==> config.mk <==
export PLATFORM = sky130hd
export DESIGN_NAME = ysyx_22050854_cache_rd_arb
export DESIGN_NICKNAME = d
export VERILOG_FILES = /design/src/rtl/ysyx_22050854_cache_rd_arb.sv
export SDC_FILE = /design/constraint.sdc
export NUM_CORES = 1
export LEC_CHECK = 0
export CAP_MARGIN = 5
export CORE_ASPECT_RATIO = 1.4
export CORE_MARGIN = 10
export CORE_UTILIZATION = 35
export CTS_CLUSTER_SIZE = 10
export DETAILED_ROUTE_END_ITERATION = 8
export HOLD_SLACK_MARGIN = 0.02
export PLACE_DENSITY = 0.76
export SETUP_SLACK_MARGIN = 0.05
export SYNTH_ARGS = -nofsm -noshare
export SYNTH_HDL_FRONTEND = slang
export SYNTH_SLANG_ARGS = --single-unit
==> constraint.sdc <==
create_clock -name clk -period 3.25 [get_ports clk]
set_clock_uncertainty 0.05 [all_clocks]
set_input_delay 0.325 -clock clk [delete_from_list [all_inputs] [get_ports clk]]
set_output_delay 0.325 -clock clk [all_outputs]
set_load 0.005 [all_outputs]
==> src/rtl/ysyx_22050854_cache_rd_arb.sv <==
// Read-port arbiter: buffers one I-cache and one D-cache read request and grants them round-robin
// onto a single AXI4 read channel, then steers the returned beats back to the owning cache.
module ysyx_22050854_cache_rd_arb #(
   parameter int ADDR_W = 32,
   parameter int DATA_W = 64
) (
   input  logic              clk,
   input  logic              rst,
   input  logic              ic_rd_req,
   input  logic [2:0]        ic_rd_type,
   input  logic [ADDR_W-1:0] ic_rd_addr,
   output logic              ic_rd_rdy,
   output logic              ic_ret_valid,
   output logic              ic_ret_last,
   output logic [DATA_W-1:0] ic_ret_data,
   input  logic              dc_rd_req,
   input  logic [2:0]        dc_rd_type,
   input  logic [ADDR_W-1:0] dc_rd_addr,
   output logic              dc_rd_rdy,
   output logic              dc_ret_valid,
   output logic              dc_ret_last,
   output logic [DATA_W-1:0] dc_ret_data,
   output logic              arvalid,
   input  logic              arready,
   output logic [ADDR_W-1:0] araddr,
   output logic [7:0]        arlen,
   output logic [2:0]        arsize,
   output logic [1:0]        arburst,
   input  logic              rvalid,
   output logic              rready,
   input  logic [DATA_W-1:0] rdata,
   input  logic              rlast,
   input  logic [1:0]        rresp,
   output logic              rd_err
);

   // state | meaning
   // IDLE  | no transaction in flight; pick a pending buffer
   // AR    | address phase held until arready
   // R     | data beats forwarded to owner until rlast
   typedef enum logic [1:0] {IDLE, AR, R} state_e;

   state_e            state_q, state_d;
   logic              ic_vld_q, ic_vld_d, dc_vld_q, dc_vld_d;
   logic [2:0]        ic_type_q, ic_type_d, dc_type_q, dc_type_d;
   logic [ADDR_W-1:0] ic_addr_q, ic_addr_d, dc_addr_q, dc_addr_d;
   logic              owner_q, owner_d;           // 0 = IC, 1 = DC
   logic              last_grant_q, last_grant_d;
   logic [ADDR_W-1:0] araddr_q, araddr_d;
   logic [7:0]        arlen_q, arlen_d;
   logic [2:0]        arsize_q, arsize_d;

   logic              grant_dc;
   logic [2:0]        sel_type;
   logic [ADDR_W-1:0] sel_addr;
   logic              beat;

   // On a tie the side that was not granted last wins.
   assign grant_dc = dc_vld_q & (~ic_vld_q | ~last_grant_q);
   assign sel_type = grant_dc ? dc_type_q : ic_type_q;
   assign sel_addr = grant_dc ? dc_addr_q : ic_addr_q;

   always_comb begin
      state_d      = state_q;
      ic_vld_d     = ic_vld_q;
      ic_type_d    = ic_type_q;
      ic_addr_d    = ic_addr_q;
      dc_vld_d     = dc_vld_q;
      dc_type_d    = dc_type_q;
      dc_addr_d    = dc_addr_q;
      owner_d      = owner_q;
      last_grant_d = last_grant_q;
      araddr_d     = araddr_q;
      arlen_d      = arlen_q;
      arsize_d     = arsize_q;

      if (ic_rd_req && !ic_vld_q) begin
         ic_vld_d  = 1'b1;
         ic_type_d = ic_rd_type;
         ic_addr_d = ic_rd_addr;
      end
      if (dc_rd_req && !dc_vld_q) begin
         dc_vld_d  = 1'b1;
         dc_type_d = dc_rd_type;
         dc_addr_d = dc_rd_addr;
      end

      case (state_q)
         IDLE: begin
            if (ic_vld_q || dc_vld_q) begin
               owner_d      = grant_dc;
               last_grant_d = grant_dc;
               state_d      = AR;
               if (sel_type == 3'b100) begin
                  araddr_d = {sel_addr[ADDR_W-1:4], 4'b0};
                  arlen_d  = 8'd1;
                  arsize_d = 3'd3;
               end else if (sel_type[2]) begin
                  araddr_d = sel_addr;
                  arlen_d  = 8'd0;
                  arsize_d = 3'd3;
               end else begin
                  araddr_d = sel_addr;
                  arlen_d  = 8'd0;
                  arsize_d = {1'b0, sel_type[1:0]};
               end
            end
         end
         AR: begin
            if (arready) state_d = R;
         end
         R: begin
            if (rvalid && rlast) begin
               if (owner_q) dc_vld_d = 1'b0;
               else         ic_vld_d = 1'b0;
               state_d = IDLE;
            end
         end
         default: state_d = IDLE;
      endcase
   end

   always_ff @(posedge clk or negedge rst) begin
      if (!rst) begin
         state_q      <= IDLE;
         ic_vld_q     <= 1'b0;
         ic_type_q    <= 3'b0;
         ic_addr_q    <= '0;
         dc_vld_q     <= 1'b0;
         dc_type_q    <= 3'b0;
         dc_addr_q    <= '0;
         owner_q      <= 1'b0;
         last_grant_q <= 1'b0;
         araddr_q     <= '0;
         arlen_q      <= 8'd0;
         arsize_q     <= 3'd0;
      end else begin
         state_q      <= state_d;
         ic_vld_q     <= ic_vld_d;
         ic_type_q    <= ic_type_d;
         ic_addr_q    <= ic_addr_d;
         dc_vld_q     <= dc_vld_d;
         dc_type_q    <= dc_type_d;
         dc_addr_q    <= dc_addr_d;
         owner_q      <= owner_d;
         last_grant_q <= last_grant_d;
         araddr_q     <= araddr_d;
         arlen_q      <= arlen_d;
         arsize_q     <= arsize_d;
      end
   end

   assign ic_rd_rdy = ~ic_vld_q;
   assign dc_rd_rdy = ~dc_vld_q;
   assign arvalid   = (state_q == AR);
   assign araddr    = araddr_q;
   assign arlen     = arlen_q;
   assign arsize    = arsize_q;
   assign arburst   = 2'b01;
   assign rready    = (state_q == R);

   assign beat         = rready & rvalid;
   assign ic_ret_valid = beat & ~owner_q;
   assign dc_ret_valid = beat & owner_q;
   assign ic_ret_last  = ic_ret_valid & rlast;
   assign dc_ret_last  = dc_ret_valid & rlast;
   assign ic_ret_data  = ic_ret_valid ? rdata : '0;
   assign dc_ret_data  = dc_ret_valid ? rdata : '0;
   assign rd_err       = beat & (rresp != 2'b00);

endmodule

# [After elaboration in Yosys (flattened, before gate mapping)]
# Cells that the tools add are included.
[totals] input_bits=143 register_bits=118 elab_cells=58 output_inout_bits=182
[op_classes] n_reduce_logical=10 n_bitwise=11 mux=20 eq_ne=6
[ops] cell="2-to-1 mux 64 bit" count=2
[ops] cell="2-to-1 mux 32 bit" count=1
[ops] cell="2-to-1 mux 2 bit" count=5
[ops] cell="2-to-1 mux 1 bit" count=9
[ops] cell="bitwise AND 1 bit" count=7
[ops] cell="one-hot mux 2 bit (3 select lines)" count=1
[ops] cell="2-to-1 mux 4 bit" count=1
[ops] cell="inequality test 2 x 1 -> 1 bit, second input constant" count=2
[ops] cell="== test 3 bit, second input constant" count=1
[ops] cell="logical AND 1 bit" count=3
[ops] cell="2-to-1 mux 3 bit" count=1
[ops] cell="inverter 1 bit" count=3
[ops] cell="AND reduction 3 bit" count=1
[ops] cell="== test 2 x 1 -> 1 bit, second input constant" count=1
[ops] cell="== test 2 bit, second input constant" count=1
[ops] cell="logical NOT 1 bit" count=2
[ops] cell="logical NOT 2 bit" count=1
[ops] cell="inequality test 2 bit, second input constant" count=1
[ops] cell="AND reduction 2 bit" count=1
[ops] cell="nonzero test 2 bit" count=1
[ops] cell="logical OR 1 bit" count=1
[ops] cell="bitwise OR 1 bit" count=1

# [Logic depth before layout (Yosys ltp)]
[logic_depth] depth_word=6 ltp_mapped=5 depth_no_buf=3

# [Worst setup path before layout]
# OpenSTA, ideal clock, no wires.
[synth_timing] path_type="flip-flop to output port" from="register state_q[0]" to="output port dc_ret_data[24]" n_path_buf=2 required_time_ns=2.875 setup_slack_ns=1.473 arrival_ns=1.402 path_stages_with_launch=6 cell_sequence="dfrtp_1 > and2b_1 > and3_1 > clkbuf_1 > clkbuf_1 > and2_1"
[synth_between] elab_chain_cells=4
[synth_rtl] item="start, declared" line_no="43" source="state_e state_q, state_d;"
[synth_rtl] item="start signal, assigned" line_no="138" source="state_q <= state_d;"
[synth_rtl] item="== test 2 bit" line_no="160" source="assign rready = (state_q == R);"
[synth_rtl] item="via rready" line_no="30" source="output logic rready,"
[synth_rtl] item="bitwise AND 1 bit" line_no="162" source="assign beat = rready & rvalid;"
[synth_rtl] item="bitwise AND 1 bit" line_no="164" source="assign dc_ret_valid = beat & owner_q;"
[synth_rtl] item="2-to-1 mux 64 bit" line_no="168" source="assign dc_ret_data = dc_ret_valid ? rdata : '0;"
[synth_rtl] item="end, declared" line_no="22" source="output logic [DATA_W-1:0] dc_ret_data,"
# The timed path passes the listed nets, and every way through them passes these cells.

# [Final worst setup path]
[layout_timing] from="register state_q[0]" to="output port ic_ret_data[8]"
[layout_between] elab_chain_cells=4
[layout_rtl] item="== test 2 bit" line_no="160"
[layout_rtl] item="bitwise AND 1 bit" line_no="162"
[layout_rtl] item="bitwise AND 1 bit" line_no="163" source="assign ic_ret_valid = beat & ~owner_q;"
[layout_rtl] item="2-to-1 mux 64 bit" line_no="167" source="assign ic_ret_data = ic_ret_valid ? rdata : '0;"
[layout_rtl] item="end, declared" line_no="15" source="output logic [DATA_W-1:0] ic_ret_data,"
# No other way between the ends.

==> flow_summary.json <==
{
  "drt_pass1_iterations": 4,
  "grt_pass1_wl_microns": 34700,
  "worstPathRequired_ps": 2870,
  "seq_area_frac_synth": 0.502,
  "top_layer_used": "met5",
  "cts.path.max_buffers": 2,
  "yosys-top-cells-count": "and2_1 (130), dfrtp_1 (110), mux2_2 (71), nand2_1 (62), a21oi_1 (34)",
  "cts_resized": 0,
  "tightest_slew_ps": 901,
  "synth-edff-count": 0,
  "crit_start": "state_q[0]",
  "drc": 0,
  "path_cells": "nand3b_1 -> nor2_4 -> buf_4 -> and2_1 -> clkdlybuf4s50_1",
  "cts-root-buf": "clkbuf_16",
  "overflow": 0,
  "drt-met1-wl_microns": 8500,
  "final_antenna_net_count": 0,
  "worst_hold_path_type": "flip-flop to flip-flop",
  "num_rows": 54,
  "endpoint_kind": "primary output",
  "track_usage": 0.214,
  "reg2reg_slack_ps": 1250,
  "fin_ws_ps": 449,
  "rsz0062_at_grt": "false",
  "place_congestion": 0.842,
  "wl_per_cell_microns": 22.7,
  "layout.nets": 973,
  "finalWirelength_microns": 23500,
  "cpPeakStageDelay_ps": 500,
  "clock_latency_ps": 350,
  "syn_inst": 531,
  "cp_max_fo": 24,
  "wl_met2_microns": 11800,
  "drv_slew": 0,
  "crit_buf_inv": 2,
  "async_flop_share": 1.00,
  "outcome": "completed",
  "clk_pin_slew_ps": 70,
  "yosysWarningCount": 0,
  "dpl_worst_slack_ps": 464,
  "vias": 4974,
  "htree_levels": 3,
  "final-hold-violation-count": 0,
  "die_w_microns": 126,
  "grt_max_degree": 58,
  "worst-path-stages": 5,
  "max-vdd-ir-drop_uv": 477,
  "ctsHoldBuffers": 1,
  "crit_family": "buffers and inverters",
  "crit_path_end": "ic_ret_data[8]",
  "power.density_nw_per_um2": 703,
  "ys_ff_latch": 110,
  "synth_area_leader_cell": "dfrtp_1",
  "reg2reg_depth": 4,
  "fin_crit_ps": 2800,
  "relSlewSlack": 0.399,
  "r2r-start": "state_q[1]",
  "fin_crit_sh": 0.862,
  "cts.sinks": 110,
  "syn_area_sq_um": 5480,
  "fillers": 1342,
  "place_hpwl_microns": 19600,
  "io_pins": 325,
  "critPathKind": "flip-flop to primary output",
  "io_buffers": 314,
  "dieArea_sq_um": 21100,
  "max_freq_mhz": 357,
  "ys_types": 30,
  "area_delta_synth_final_pct": 66.2,
  "drtIter0Drc": 220,
  "rr_endpoint": "araddr[14]",
  "cts_tree": "yes",
  "dr_wl_met3_microns": 2760,
  "leakage_nw": 3.73,
  "slowest_stage": "clkdlybuf4s50_1",
  "synth_area_leaders": "dfrtp_1 (50%), and2_1 (15%), mux2_2 (15%)",
  "coreArea_sq_um": 15500,
  "drive_gt1_frac": 0.134,
  "vias_per_cell": 4.81,
  "yosysTopAreaCellShare": 0.502,
  "setup_violations": 0,
  "synth_area_per_cell_sq_um": 10.3,
  "antenna_found_initial": 11,
  "yosys.cell_count.top_type": "and2_1",
  "start_kind": "flip-flop",
  "min_from": "ic_addr_q[15]",
  "post_cts_buffers": 0,
  "synth-main-ff-cell": "dfrtp_1",
  "grt_pass1_vias": 5386,
  "die_height_microns": 168,
  "cp.arrival_ps": 2430,
  "start_util": 0.354,
  "cts_buffers": 9,
  "finalSetupTns_ps": 0,
  "max-cap-violations": 0
}
metrics by stage:
| step | hold WS [ps] | std cells | total power [mW] | cell area, sq um | utilization |
|---|---|---|---|---|---|
| 2_1_floorplan | -20.6 | 539 | 3.86 | 5510 | - |
| 3_3_place_gp | 378 | 1014 | 5.27 | 8790 | 0.568 |
| 3_5_place_dp | 373 | 1014 | 5.37 | 8790 | 0.568 |
| 4_1_cts | 461 | 1030 | 6.48 | 9100 | 0.588 |
| 5_1_grt | 473 | 1030 | 6.87 | 9100 | 0.588 |
| 6_report | 458 | 1035 | 6.41 | 9110 | 0.589 |
cells by family after synthesis:
family	after synthesis	synth area share
compound gates	80	0.0876
buf+inv	53	0.0475
flops	110	0.502
mux	72	0.149
other cells	2	0.00137
simple gates	214	0.213
worst min path at each step:
stage	cells after the start	to
3_3_place_gp	1	ic_addr_q[11]
5_1_grt	1	dc_addr_q[15]
4_1_cts	1	ic_addr_q[7]
3_5_place_dp	1	ic_addr_q[11]
2_1_floorplan	0	araddr[0]
6_report	1	ic_addr_q[15]
state kept, by name (all words and copies together) (netlist names):
register      flops
last_grant_q      1
dc_vld_q          1
arlen             1
ic_type_q         3
ic_addr_q        32
dc_type_q         3
dc_addr_q        32
ic_vld_q          1
state_q           2
araddr           32
arsize            2
per-layer routing:
metal	track usage	vias up
met5	0	-
met4	0.0496	12
met3	0.105	27
met2	0.375	227
met1	0.224	2335
li1	-	2373
cell usage in the layout (no fill, tap or decap), drive strengths merged, types with 5 or more instances in the layout:
cell / n
clkdlybuf4s50: 313
and2: 130
dfrtp: 110
mux2: 72
nand2: 62
a21oi: 34
a31oi: 28
buf: 16
conb: 10
clkbuf: 9
nor2: 8
diode: 5
o21ai: 5
power breakdown:
part / switching, mW / internal, mW
combinational: 1.28 / 1.56
clock: 0.500 / 0.600
sequential: 0.407 / 2.06
total: 2.18 / 4.23
layout make-up:
class                   count  area, sq um  area share
diodes                      5         12.5     0.00137
multi-input cells         376         2530       0.277
repair buffers            330         3260       0.358
inverters                   3         11.3     0.00124
clock buffers               9          225      0.0247
well taps                 196          245      0.0269
flip-flops and latches    110         2750       0.302
clock inverters             6         72.6     0.00797
Power figures use the tool's default switching activity.
